===== src/rtl/l2_cache_control_if.sv =====
// Bundle of the upstream request, datapath status/control and pmem handshake
// signals between the L2 cache controller and its environment.
interface l2_cache_control_if #(
  parameter int INDEX_W = 3
);
  logic               mem_read;
  logic               mem_write;
  logic               mem_resp;
  logic [INDEX_W-1:0] in_index;
  logic [1:0]         hit;
  logic [1:0]         valid;
  logic [1:0]         dirty;
  logic [1:0]         set_load;
  logic               write_type;
  logic               data_sel;
  logic               pmem_addr_sel;
  logic               victim_way;
  logic               pmem_read;
  logic               pmem_write;
  logic               pmem_resp;

  // Environment side: upstream requester, datapath status and pmem responder.
  modport master (
    output mem_read, mem_write, in_index, hit, valid, dirty, pmem_resp,
    input  mem_resp, set_load, write_type, data_sel, pmem_addr_sel,
           victim_way, pmem_read, pmem_write
  );

  // Controller side.
  modport slave (
    input  mem_read, mem_write, in_index, hit, valid, dirty, pmem_resp,
    output mem_resp, set_load, write_type, data_sel, pmem_addr_sel,
           victim_way, pmem_read, pmem_write
  );
endinterface


===== src/rtl/l2_cache_control.sv =====
// Control FSM for a 2-way L2 cache: zero-cycle hits, dirty-victim writeback,
// line allocation over the pmem handshake, and per-index LRU tracking.
module l2_cache_control #(
  parameter int NUM_LINES = 8,
  parameter int INDEX_W   = 3
) (
  input  logic                 clk,
  input  logic                 rst_n,
  l2_cache_control_if.slave    bus
);

  typedef enum logic [1:0] {
    IDLE      = 2'd0,
    WRITEBACK = 2'd1,
    ALLOCATE  = 2'd2
  } state_e;

  state_e               state, state_next;
  logic [NUM_LINES-1:0] lru;          // lru[i] = way to evict next at index i
  logic                 victim_way_q;

  logic req, is_write, any_hit, hit_way, lru_cur;
  logic lru_upd, lru_way, latch_victim;

  assign req      = bus.mem_read | bus.mem_write;
  assign is_write = bus.mem_write;
  assign any_hit  = |bus.hit;
  assign hit_way  = ~bus.hit[0];        // way0 wins when both ways match
  assign lru_cur  = lru[bus.in_index];

  assign bus.victim_way = victim_way_q;

  // NOTE: sequential state uses non-blocking (<=) so every flop samples the
  // pre-edge values; blocking here would create order-dependent races.
  // NOTE: the LRU array is small flop storage and must come up as all-zero,
  // so it is reset like any other register rather than left uninitialised.
  always_ff @(posedge clk or negedge rst_n) begin
    if (!rst_n) begin
      state        <= IDLE;
      lru          <= '0;
      victim_way_q <= 1'b0;
    end else begin
      state <= state_next;
      if (lru_upd)      lru[bus.in_index] <= ~lru_way;
      if (latch_victim) victim_way_q      <= lru_cur;
    end
  end

  // NOTE: every signal driven here gets a default first, so no path through
  // the case can leave one unassigned and infer a latch.
  always_comb begin
    state_next        = state;
    lru_upd           = 1'b0;
    lru_way           = 1'b0;
    latch_victim      = 1'b0;
    bus.mem_resp      = 1'b0;
    bus.set_load      = 2'b00;
    bus.write_type    = 1'b0;
    bus.data_sel      = 1'b0;
    bus.pmem_addr_sel = 1'b0;
    bus.pmem_read     = 1'b0;
    bus.pmem_write    = 1'b0;

    // Outputs are held quiet while reset is asserted, even mid-transaction.
    if (rst_n) begin
      unique case (state)
        IDLE: begin
          if (req && any_hit) begin
            bus.mem_resp = 1'b1;
            lru_upd      = 1'b1;
            lru_way      = hit_way;
            if (is_write) begin
              bus.set_load[hit_way] = 1'b1;
              bus.write_type        = 1'b1;
              bus.data_sel          = 1'b0;
            end
          end else if (req) begin
            latch_victim = 1'b1;
            if (bus.valid[lru_cur] && bus.dirty[lru_cur])
              state_next = WRITEBACK;
            else
              state_next = ALLOCATE;
          end
        end

        WRITEBACK: begin
          bus.pmem_write    = 1'b1;
          bus.pmem_addr_sel = 1'b1;
          if (bus.pmem_resp) state_next = ALLOCATE;
        end

        ALLOCATE: begin
          bus.pmem_read     = 1'b1;
          bus.pmem_addr_sel = 1'b0;
          if (bus.pmem_resp) begin
            bus.set_load[victim_way_q] = 1'b1;
            bus.write_type             = 1'b0;
            bus.data_sel               = 1'b1;
            lru_upd                    = 1'b1;
            lru_way                    = victim_way_q;
            state_next                 = IDLE;
          end
        end

        default: state_next = IDLE;
      endcase
    end
  end

endmodule

===== src/flat_wrapper.sv =====
// flat-port wrapper written by rule: the top's interface ports become plain ports
module l2_cache_control_flat 
#(
  parameter int NUM_LINES = 8,
  parameter int INDEX_W   = 3
)
  (clk, rst_n, bus_mem_read, bus_mem_write, bus_in_index, bus_hit, bus_valid, bus_dirty, bus_pmem_resp, bus_mem_resp, bus_set_load, bus_write_type, bus_data_sel, bus_pmem_addr_sel, bus_victim_way, bus_pmem_read, bus_pmem_write);
  l2_cache_control_if #(.INDEX_W(INDEX_W)) bus_i ();
  input  logic clk;
  input  logic rst_n;
  input wire logic [$bits(bus_i.mem_read)-1:0] bus_mem_read;
  input wire logic [$bits(bus_i.mem_write)-1:0] bus_mem_write;
  input wire logic [$bits(bus_i.in_index)-1:0] bus_in_index;
  input wire logic [$bits(bus_i.hit)-1:0] bus_hit;
  input wire logic [$bits(bus_i.valid)-1:0] bus_valid;
  input wire logic [$bits(bus_i.dirty)-1:0] bus_dirty;
  input wire logic [$bits(bus_i.pmem_resp)-1:0] bus_pmem_resp;
  output wire logic [$bits(bus_i.mem_resp)-1:0] bus_mem_resp;
  output wire logic [$bits(bus_i.set_load)-1:0] bus_set_load;
  output wire logic [$bits(bus_i.write_type)-1:0] bus_write_type;
  output wire logic [$bits(bus_i.data_sel)-1:0] bus_data_sel;
  output wire logic [$bits(bus_i.pmem_addr_sel)-1:0] bus_pmem_addr_sel;
  output wire logic [$bits(bus_i.victim_way)-1:0] bus_victim_way;
  output wire logic [$bits(bus_i.pmem_read)-1:0] bus_pmem_read;
  output wire logic [$bits(bus_i.pmem_write)-1:0] bus_pmem_write;
  assign bus_i.mem_read = bus_mem_read;
  assign bus_i.mem_write = bus_mem_write;
  assign bus_i.in_index = bus_in_index;
  assign bus_i.hit = bus_hit;
  assign bus_i.valid = bus_valid;
  assign bus_i.dirty = bus_dirty;
  assign bus_i.pmem_resp = bus_pmem_resp;
  assign bus_mem_resp = bus_i.mem_resp;
  assign bus_set_load = bus_i.set_load;
  assign bus_write_type = bus_i.write_type;
  assign bus_data_sel = bus_i.data_sel;
  assign bus_pmem_addr_sel = bus_i.pmem_addr_sel;
  assign bus_victim_way = bus_i.victim_way;
  assign bus_pmem_read = bus_i.pmem_read;
  assign bus_pmem_write = bus_i.pmem_write;
  l2_cache_control #(.NUM_LINES(NUM_LINES), .INDEX_W(INDEX_W)) u_core (.clk(clk), .rst_n(rst_n), .bus(bus_i));
endmodule

===== config.mk =====
export PLATFORM = sky130hd
export DESIGN_NAME = l2_cache_control_flat
export DESIGN_NICKNAME = d
export VERILOG_FILES = /design/src/rtl/l2_cache_control_if.sv /design/src/rtl/l2_cache_control.sv /design/src/flat_wrapper.sv
export SDC_FILE = /design/constraint.sdc
export NUM_CORES = 1
export LEC_CHECK = 0
export ABC_AREA = 1
export ABC_CLOCK_PERIOD_IN_PS = 3800
export CORE_MARGIN = 2
export CORE_UTILIZATION = 30
export CTS_BUF_LIST = sky130_fd_sc_hd__clkbuf_8 sky130_fd_sc_hd__clkbuf_16
export CTS_CLUSTER_SIZE = 40
export DETAILED_ROUTE_END_ITERATION = 8
export DONT_BUFFER_PORTS = 1
export GPL_TIMING_DRIVEN = 0
export PLACE_DENSITY_LB_ADDON = 0.1
export SKIP_LAST_GASP = 1
export SYNTH_ARGS = -nofsm -noshare
export SYNTH_HDL_FRONTEND = slang
export SYNTH_SLANG_ARGS = --single-unit

===== constraint.sdc =====
create_clock -name clk -period 3.8 [get_ports clk]
set_clock_uncertainty 0.2 [all_clocks]
set_input_delay 0.57 -clock clk [delete_from_list [all_inputs] [get_ports clk]]
set_output_delay 0.57 -clock clk [all_outputs]
set_load 0.01 [all_outputs]

-- After elaboration in Yosys (flattened, before gate mapping)
Cells that the tools add are included.
- latch bits: 0
- logic and storage cells: 75
- memory bits (writable): 0
- memories: 0
- ROM bits: 0
- bits in registers: 11
- multiply operators: 0
- reductions and logical operators: 8
- div/mod/pow operators: 0
- order comparisons: 7
- equality and inequality tests: 6
- bitwise gates (word level): 3
- multiplexer cells: 48
- shifts and indexed selects: 0
- $add $sub $neg: 0
- operators by type and width (operator ; number):
    two-way mux 1 bit ; 30
    two-way mux 2 bit ; 9
    bitwise mux 8 bit ; 1
    < comparator 1 x 2 -> 1 bit (second input constant) ; 3
    != test 2 bit (second input constant) ; 3
    one-hot mux 2 bit (3 select lines) ; 1
    logical AND 1 bit ; 5
    AND reduction 5 bit ; 1
    < comparator 3 x 4 -> 1 bit (second input constant) ; 1
    one-hot mux 1 bit (2 select lines) ; 2
    one-hot mux 2 bit (2 select lines) ; 1
    binary-select mux 1 bit (select 3 bit) ; 1
    demux 1 bit (select 3 bit) ; 1
    greater-or-equal comparator 3 x 1 -> 1 bit (second input constant) ; 1
    demux 1 bit (select 1 bit) ; 2
    == test 2 x 1 -> 1 bit (second input constant) ; 1
    == test 2 bit (second input constant) ; 1
    greater-or-equal comparator 1 bit (second input constant) ; 2
    zero test 2 bit ; 1
    != test 2 x 1 -> 1 bit (second input constant) ; 1
    inverter 1 bit ; 2
    OR reduction 2 bit ; 1
    bitwise OR 1 bit ; 1

-- Depth between registers and ports, before layout
- word-level depth: 9
- gate-level depth with buffers: 12
- mapped depth without buffers: 11

-- Least setup slack after synthesis
OpenSTA, ideal clock, no wires.
- kind: input to output
- start: input port bus_mem_write
- end: output port bus_set_load[1]
- path slack: 1.773 ns
- stages: 6
- path buffers: 0
- arrival: 1.257 ns
- path through: inv_1 -> nand2_1 -> nand3_4 -> o21ai_2 -> nand2_2 -> a21oi_1
- word-level cells in the longest chain between the ends: 5
- elaborated cells on any way between the ends: 6
- those cells by class: mux (4); bitwise (1); reduce/logical (1)
- ends and longest elaborated chain (what ; line ; RTL):
    start, declared ; flat_wrapper.sv:12 ; input wire logic [$bits(bus_i.mem_write)-1:0] bus_mem_write;
    bitwise OR 1 bit ; l2_cache_control.sv:25 ; assign req = bus.mem_read | bus.mem_write;
    logical AND 1 bit ; l2_cache_control.sv:68 ; if (req && any_hit) begin
    two-way mux 2 bit (*) ; l2_cache_control.sv:68 ;
    one-hot mux 2 bit (2 select lines) (*) ; l2_cache_control.sv:66 ; unique case (state)
    two-way mux 2 bit (*) ; l2_cache_control.sv:65 ; if (rst_n) begin
    end, declared ; flat_wrapper.sv:19 ; output wire logic [$bits(bus_i.set_load)-1:0] bus_set_load;
Every way passes the cells marked *; elsewhere a longest branch is shown, timed or not.

-- Worst setup path in the final report
- start: register u_core.state[0]
- end: output port bus_set_load[1]
- word-level cells in the longest chain between the ends: 3
- elaborated cells on any way between the ends: 4
- those cells by class: eq/ne (1); mux (2); reduce/logical (1)
- ends and longest elaborated chain (what ; line ; RTL):
    start, declared ; l2_cache_control.sv:18 ; state_e state, state_next;
    start signal, assigned ; l2_cache_control.sv:43 ; state <= state_next;
    == test 2 bit or zero test 2 bit (tied branches) ; l2_cache_control.sv:66 ;
    one-hot mux 2 bit (2 select lines) (*) ; l2_cache_control.sv:66 ;
    two-way mux 2 bit (*) ; l2_cache_control.sv:65 ;
Marked as above.

==> impl_metrics.py <==
metrics = {
    "status": {
        "status": "finished clean",
    },
    "place": {
        "io_buffer_count": 0,
        "gp_congestion": 0.786,
        "dp_hpwl_um": 1440,
    },
    "sta": {
        "rsz0062_at_grt": "false",
        "worstMarginPinSlew_ns": 0.539,
        "fmax_mhz": 418,
        "drv_slew": 0,
        "finalSetupViolations": 0,
        "slew_headroom_pct": 63.9,
        "finalCritPeriodShare_pct": 63.0,
        "setup_tns_ns": 0,
        "hold_violations": 0,
        "fin_crit_ns": 2.39,
    },
    "clock_network": {
        "clkTransAtPathRegs_ns": 0.05,
        "cts_buffer_depth": 2,
        "htreeDepth": 1,
        "cts_hold_buf": 1,
        "root_buffer": "clkbuf_8",
        "cts_buffers": 3,
        "cts_tree": "done",
        "clock-sinks": 11,
        "cts.repair.resized": 0,
        "cts_setup_buffers": 0,
        "clock_latency_ns": 0.24,
    },
    "global_routing": {
        "grt_use_total_pct": 12.8,
        "grt_overflow_total": 0,
        "grt_max_degree": 12,
        "antenna_found_initial": 0,
        "grt_pass1_vias": 765,
        "grt_pass1_wl_um": 3220,
    },
    "floorplanning": {
        "rows": 19,
        "die_h_um": 56.5,
        "io_pins": 23,
        "die_area_mm2": 0.00319,
        "start_util_pct": 30.7,
        "coreArea_mm2": 0.00269,
        "die_x_um": 56.5,
    },
    "worst_setup_path": {
        "end_kind": "primary output",
        "critPathKind": "flip-flop to primary output",
        "cpLargestDelayFamily": "simple AND/OR/NAND/NOR gates",
        "cp.required_ns": 3.03,
        "worstPathCellList": "nor2_2, nand3_4, o21ai_2, nand2_2, a21oi_1",
        "path_buf_inv": 0,
        "max_stage_delay_ns": 0.44,
        "cp_slowest_cell": "dfrtp_1",
        "arrival_ns": 1.62,
        "startpoint_type": "flip-flop",
        "critPathMaxFanout": 6,
    },
    "synth": {
        "syn_inst": 126,
        "synth_top_cell_by_area": "dfrtp_1",
        "synth_edf_count": 0,
        "yosysSeqAreaShare_pct": 33.3,
        "synth_top_area_share_pct": 33.3,
        "avgSynthCellArea_um2": 6.55,
        "synth_fa_ha_area_share_pct": 0,
        "syn_area_um2": 826,
        "ys_warn_count": 0,
        "async_flop_share_pct": 100,
        "synth.distinct_cells": 23,
        "synth-main-ff-cell": "dfrtp_1",
        "synth-xor-area-share_pct": 0,
        "synth-compound-area-share_pct": 9.09,
        "yosys-top-cells-count": "nand2_1, inv_1, dfrtp_1",
        "synth.most_common_cell": "nand2_1",
        "synth_top_family_by_area": "simple AND/OR/NAND/NOR gates",
        "ys_ff_latch": 11,
        "synthesis.nets": 140,
        "yosys-top-cells-area": "dfrtp_1, nand2_1, inv_1",
        "yosys.area_share.simple_pct": 44.7,
        "yosys-mux-area-fraction_pct": 0,
    },
    "min_path": {
        "hp-class": "flip-flop to flip-flop",
    },
    "pwr": {
        "peakVddDrop_v": 0.000235,
        "p_leak_nw": 0.484,
        "power.total_mw": 0.551,
        "p_per_area_mw_per_mm2": 599,
    },
    "routing": {
        "drt_iter0_markers": 25,
        "vias": 760,
        "drt-total-wl_um": 1810,
        "first_pass_iters": 4,
        "routed_via_density": 4.69,
        "postRouteAntennaNets": 0,
        "avgRoutedWirePerCell_um": 11.2,
        "drc": 0,
    },
    "final_layout": {
        "multi_input_comb_area_um2": 444,
        "antenna_cells": 0,
        "syn_to_final_growth_pct": 11.4,
        "regArea_um2": 275,
        "fillers": 315,
        "drive_above_1_share_pct": 17.6,
        "layout.nets": 146,
    },
    "flow_run": {
        "cap_violations": 0,
    },
}
==> where the power goes <==
| group | switching, mW | internal (mW) | total [mW] | leakage [nW] |
|---|---|---|---|---|
| logic | 0.144 | 0.0803 | 0.224 | 0.325 |
| registers | 0.0373 | 0.172 | 0.209 | 0.132 |
| clock network | 0.0465 | 0.0711 | 0.118 | 0.0269 |
| total | 0.227 | 0.324 | 0.551 | 0.484 |
==> logic make-up after synthesis <==
family | Yosys count
compound gates | 13
buf+inv | 27
simple gates | 75
flops | 11
==> sequential cells by signal, indices dropped and copies added (netlist names) <==
name	cells
u_core.lru	8
u_core.state	2
u_core.bus.victim_way	1
==> per-stage QoR <==
step	util (%)	setup slack [ns]	hold WS (ns)	area, um^2	std cells
3_5_place_dp	32.2	1.65	0.0748	865	157
5_1_grt	34.2	1.25	0.305	920	162
6_report	34.2	1.41	0.295	920	162
4_1_cts	34.2	1.39	0.294	920	162
2_1_floorplan	-	1.77	0.0744	826	126
3_3_place_gp	32.2	1.64	0.0748	865	157
==> metal layers <==
metal	global-route usage, %	part of all wire (%)
met1	16.0	45
met2	20.9	47
met3	3.00	6.3
met4	5.10	1.6
met5	0	0
==> layout make-up <==
cell class	instances	area share, %
clock buffers	3	4.49
clock inverters	1	0.408
plain buffers	2	1.36
multi-input cells	88	48.3
inverters	25	10.2
flip-flops and latches	11	29.9
well taps	31	4.22
repair buffers	1	1.09
==> cells in the final DEF (no fill, tap or decap) <==
master and instances:
buf_2 1, o21ai_0 1, nor3_1 3, nand4_1 1
o21ai_2 1, nor4_1 1, clkinv_1 1, inv_2 3
nand3_4 1, nor2_1 9, a32oi_1 1, o21bai_1 1
dlygate4sd3_1 1, buf_4 1, a21oi_1 1, o21ai_1 8
nand2_2 3, nand3_1 6, nor2_2 4, nand2_4 2
nor3_2 4, dfrtp_1 11, clkbuf_8 3, inv_1 22
nand2_1 41
==> tightest hold or removal path: stages (launching register included) <==
cell and delay (ns):
dfrtp_1 0.34, nand2_1 0.05, o21ai_1 0.06
==> final timing paths <==
path                                 startpoint              end  slack (ns)  depth (start not counted)
worst min register to register    u_core.lru[1]    u_core.lru[1]        0.29                          2
min in group asynchronous                 rst_n    u_core.lru[5]        0.55                          1
max in group asynchronous                 rst_n  u_core.state[0]        2.49                          1
worst min-delay path              u_core.lru[1]    u_core.lru[1]        0.29                          2
worst max register to register  u_core.state[0]    u_core.lru[0]        2.14                          8
worst max-delay path            u_core.state[0]  bus_set_load[1]        1.41                          5
(Power assumes the default switching activity.)
==> RTL edit 1 (same flow settings) <==
The 3 states of `state_e` get a one-hot encoding in 3 bits.
--- a/src/rtl/l2_cache_control.sv
+++ b/src/rtl/l2_cache_control.sv
@@ -10,8 +10,8 @@
 );
 
-  typedef enum logic [1:0] {
-    IDLE      = 2'd0,
-    WRITEBACK = 2'd1,
-    ALLOCATE  = 2'd2
+  typedef enum logic [2:0] {
+    IDLE      = 3'b001,
+    WRITEBACK = 3'b010,
+    ALLOCATE  = 3'b100
   } state_e;
 
Behaviour: same outputs for any inputs over 4 cycles, from zero or initial values and one cycle with rst_n low; so few cycles prove little.
==> RTL edit 1 against the original RTL <==
Synthesized area decreased by 2.1%. Power increased by 1.2%. Routed wire length shrank 3.3%. Setup slack got worse by 0.16 ns. Cell area down 2.0%. Fmax down 6.4%. Sequential cell count increased by 1. Largest power group is now sequential cells.
==> RTL edit 1: results <==
export IMPL_clk_latency_ns=0.24
export IMPL_fill_cells=298
export IMPL_track_usage_pct=12.8
export IMPL_cp_slowest_stage_delay_ns=0.51
export IMPL_wl_met2_um=796
export IMPL_dpl_worst_slack_ns=1.47
export IMPL_dr_wl_met3_um=80
export IMPL_clk_share_pct=5.00
export IMPL_place_gp_congestion=0.725
export IMPL_grt_pass1_vias=671
export IMPL_synth_compound_area_share_pct=13.5
export IMPL_nonClkBufAreaFrac_pct=2.50
export IMPL_cp_max_fo=9
export IMPL_total_power_uw=558
export IMPL_regArea_um2=302
export IMPL_synth_area_per_cell_um2=6.79
export IMPL_power_leakage_uw=0.000455
export IMPL_nNonClkInverters=18
export IMPL_wl_met1_um=848
export IMPL_routedWlPerCell_um=11.4
export IMPL_ys_seq_elements=12
export IMPL_worst_pin_slew_ns=0.575
export IMPL_multi_input_area_share_pct=47.4
export IMPL_min_from="u_core.lru[5]$_DFFE_PN0P_"
export IMPL_placed_cell_area_um2=846
export IMPL_drive_above_1_share_pct=8.87
export IMPL_irDropWorstVdd_uv=300
export IMPL_status="finished clean"
export IMPL_p_seq_uw=230
export IMPL_rrSetupSlack_ns=2.00
export IMPL_power_frac_comb_pct=37.6
export IMPL_place_hpwl_mm=1.35
export IMPL_grt_pass1_wl_mm=3.12
export IMPL_setup_slack_ns=1.24
export IMPL_wirelength_mm=1.75
export IMPL_ff2ff_path_depth=7
export IMPL_first_iter_violations=17
export IMPL_met1_usage_pct=16.8
export IMPL_cpMaxStageDelayCell="dfstp_2"
export IMPL_nClkBuffers=3
export IMPL_r2r_start="u_core.state[0]$_DFFE_PN1P_"
export IMPL_clk_pin_slew_worst_paths_ns=0.06
export IMPL_synth_area_um2=808
export IMPL_switchingPower_uw=218
export IMPL_p_per_area_nw_per_um2=619
export IMPL_syn_nets=133
export IMPL_place_inst=149
export IMPL_ys_seq_area_share_pct=37.3
export IMPL_synth_commonest_cells="28 x nand2_1, 17 x inv_1, 17 x nand3_1, 17 x nor2_1, 11 x dfrtp_1"
export IMPL_grt_met3_usage_pct=4.88
export IMPL_nMultiInputCombCells=87
export IMPL_synthTopCellsByArea="dfrtp_1 34%, nand2_1 13%, nand3_1 11%"
export IMPL_hold_path_endpoint="u_core.lru[5]$_DFFE_PN0P_"
export IMPL_layout_nets=139
export IMPL_vias=731
export IMPL_fin_hold_ws_ns=0.287
export IMPL_r2r_end="u_core.lru[4]$_DFFE_PN0P_"
export IMPL_grt_start_max_net_pins=13
export IMPL_worstPathArrival_ns=1.79
export IMPL_met2_usage_pct=19.6
RTL edit 1: changes by cell type after synthesis, moves of 3 or more:
cell     delta
inv_1       -4
nor3_2      -4
nand2_1    -13
nand3_1    +11
nand2_2     -3
nor2_2      -4
nor2_1      +8
inv_2       -3
RTL edit 1: cell families (layout without fill, tap and decap cells):
kind of cell / Yosys count / count (layout)
buf+inv: 20 / 25
simple gates: 69 / 69
flops: 12 / 12
compound gates: 18 / 18
RTL edit 1: worst max-delay path by stage:
stage | cells past startpoint | to | start
floorplan | 7 | bus_set_load[1] | u_core.state[0]$_DFFE_PN1P_
global placement | 7 | bus_set_load[1] | u_core.state[0]$_DFFE_PN1P_
detailed placement | 7 | bus_set_load[1] | u_core.state[0]$_DFFE_PN1P_
CTS | 7 | bus_set_load[1] | u_core.state[0]$_DFFE_PN1P_
global route | 7 | bus_set_load[1] | u_core.state[0]$_DFFE_PN1P_
finish | 7 | bus_set_load[1] | u_core.state[0]$_DFFE_PN1P_
==> RTL edit 2 (same flow settings) <==
Without the edit above. `INDEX_W` is set to 3 in 3 places; all go to 4.
--- a/src/rtl/l2_cache_control_if.sv
+++ b/src/rtl/l2_cache_control_if.sv
@@ -2,5 +2,5 @@
 // signals between the L2 cache controller and its environment.
 interface l2_cache_control_if #(
-  parameter int INDEX_W = 3
+  parameter int INDEX_W = 4
 );
   logic               mem_read;
--- a/src/rtl/l2_cache_control.sv
+++ b/src/rtl/l2_cache_control.sv
@@ -3,5 +3,5 @@
 module l2_cache_control #(
   parameter int NUM_LINES = 8,
-  parameter int INDEX_W   = 3
+  parameter int INDEX_W   = 4
 ) (
   input  logic                 clk,
--- a/src/flat_wrapper.sv
+++ b/src/flat_wrapper.sv
@@ -3,5 +3,5 @@
 #(
   parameter int NUM_LINES = 8,
-  parameter int INDEX_W   = 3
+  parameter int INDEX_W   = 4
 )
   (clk, rst_n, bus_mem_read, bus_mem_write, bus_in_index, bus_hit, bus_valid, bus_dirty, bus_pmem_resp, bus_mem_resp, bus_set_load, bus_write_type, bus_data_sel, bus_pmem_addr_sel, bus_victim_way, bus_pmem_read, bus_pmem_write);
Ports: changed (resized bus_in_index); port bits go from 23 to 24. The function was not compared with the original's and may differ.
==> RTL edit 2 against the original RTL <==
Setup slack got worse by 0.015 ns. Register-to-register slack improved by 0.03 ns. Synthesized area fell by 2.1%. Power fell by 5.3%. Cell area fell by 2.0%. Fmax fell by 0.61%. Synthesized cell count fell by 2.4%. Utilization rose by 1.5 points. Routed wire length rose by 1.7%. Sequential cell count did not move. Largest cell class unchanged. Largest power group unchanged.
==> RTL edit 2: results <==
export IMPL_worstPathArrival_ns=1.64
export IMPL_status="finished clean"
export IMPL_worst_pin_slew_ns=0.527
export IMPL_cts_buffers=3
export IMPL_met2_usage_pct=20.7
export IMPL_top_register="u_core.lru"
export IMPL_place_hpwl_mm=1.42
export IMPL_cpMaxStageDelayCell="dfrtp_1"
export IMPL_synth_cell_types=19
export IMPL_routedWlPerCell_um=11.7
export IMPL_grt_pass1_wl_mm=3.22
export IMPL_h_tree_depth=1
export IMPL_hold_violations=0
export IMPL_ys_warn_count=0
export IMPL_numPortBuffers=0
export IMPL_cp_max_fo=9
export IMPL_vias=771
export IMPL_synth_commonest_cells="35 x nand2_1, 20 x inv_1, 15 x nor2_1"
export IMPL_antenna_found_initial=0
export IMPL_synth_area_um2=808
export IMPL_clk_latency_ns=0.24
export IMPL_firstDrtPassIters=4
export IMPL_irDropWorstVdd_uv=286
export IMPL_largest_reg_flops=8
export IMPL_cp_slowest_stage_delay_ns=0.42
export IMPL_diodes=0
export IMPL_track_usage_pct=13.1
export IMPL_drive_above_1_share_pct=14.8
export IMPL_grt_start_max_net_pins=12
export IMPL_power_leakage_uw=0.000440
export IMPL_grt_met3_usage_pct=3.72
export IMPL_first_iter_violations=16
export IMPL_met1_usage_pct=16.5
export IMPL_cts_root_buf="clkbuf_8"
export IMPL_synthArstFlopShare_pct=100
export IMPL_place_gp_congestion=0.787
export IMPL_drc=0
export IMPL_synthTopCellsByArea="dfrtp_1 34%, nand2_1 16%, inv_1 9.3%"
export IMPL_hold_path_class="in -> reg"
export IMPL_clockBufferDepth=2
export IMPL_ys_seq_area_share_pct=34.1
export IMPL_syn_nets=138
export IMPL_cts_setup_buffers=0
export IMPL_grt_pass1_vias=755
export IMPL_clk_pin_slew_worst_paths_ns=0.05
RTL edit 2: cells by family (layout without fill, tap and decap cells):
group | after synthesis | in the layout | synth area share, %
and+or+nand+nor | 76 | 76 | 45.7
buffers and inverters | 22 | 27 | 10.7
AOI/OAI and AO/OA | 14 | 14 | 9.60
DFF | 11 | 11 | 34.1
RTL edit 2: final cells by class:
cell class                 instances  area [µm²]
sequential                        11         275
timing repair buffer               1        10.0
multi-input combinational         90         447
clock inverter                     1        3.75
buffer                             1        7.51
tap                               30        37.5
clock buffer                       3        41.3
inverter                          21        78.8
fill                             299        1620
RTL edit 2: timing repair:
item	CTS	global route
hold endpoints to repair	11	0
hold buffers	1	0
gates resized for setup	0	0
RTL edit 2: worst max-delay path, delay by kind of cell, from the launching register on:
| family | cells | cell delay, ns |
|---|---|---|
| compound gates | 2 | 0.41 |
| flops | 1 | 0.42 |
| simple gates | 3 | 0.56 |
RTL edit 2: path summary, 6_finish.rpt:
check	startpoint	to	slack [ns]	cells past startpoint
max	u_core.state[0]$_DFFE_PN0P_	bus_set_load[1]	1.39	5
min	bus_hit[1]	u_core.bus.victim_way$_DFFE_PN0P_	0.32	2
max reg2reg	u_core.state[0]$_DFFE_PN0P_	u_core.lru[1]$_DFFE_PN0P_	2.17	6
min reg2reg	u_core.lru[0]$_DFFE_PN0P_	u_core.lru[0]$_DFFE_PN0P_	0.35	2
max in group asynchronous	rst_n	u_core.lru[6]$_DFFE_PN0P_	2.50	1
min in group asynchronous	rst_n	u_core.lru[5]$_DFFE_PN0P_	0.54	1
RTL edit 2: metal layers:
layer  routed length (µm)  vias up  share of wire [%]
met4                   40        0                2.2
met3                  152        5                8.2
met1                  846      340                 46
met5                    0        -                  0
met2                  803       27                 44
li1                     -      399                  -
RTL edit 2: power by group:
group / internal (µW) / total (µW) / switching, µW
logic: 66.0 / 206 / 140
clock network: 71.1 / 117 / 45.5
registers: 170 / 199 / 29.3
total: 307 / 522 / 215
RTL edit 2: metrics by stage:
step	setup WS [ns]	utilization (%)	cells	cell area, µm²	hold slack [ns]
after floorplan	1.76	-	123	808	0.0744
after CTS	1.37	35.7	158	901	0.317
after global routing	1.23	35.7	158	901	0.355
after global placement	1.62	33.5	153	846	0.0748
after detailed placement	1.61	33.5	153	846	0.0749
final	1.39	35.7	158	901	0.316
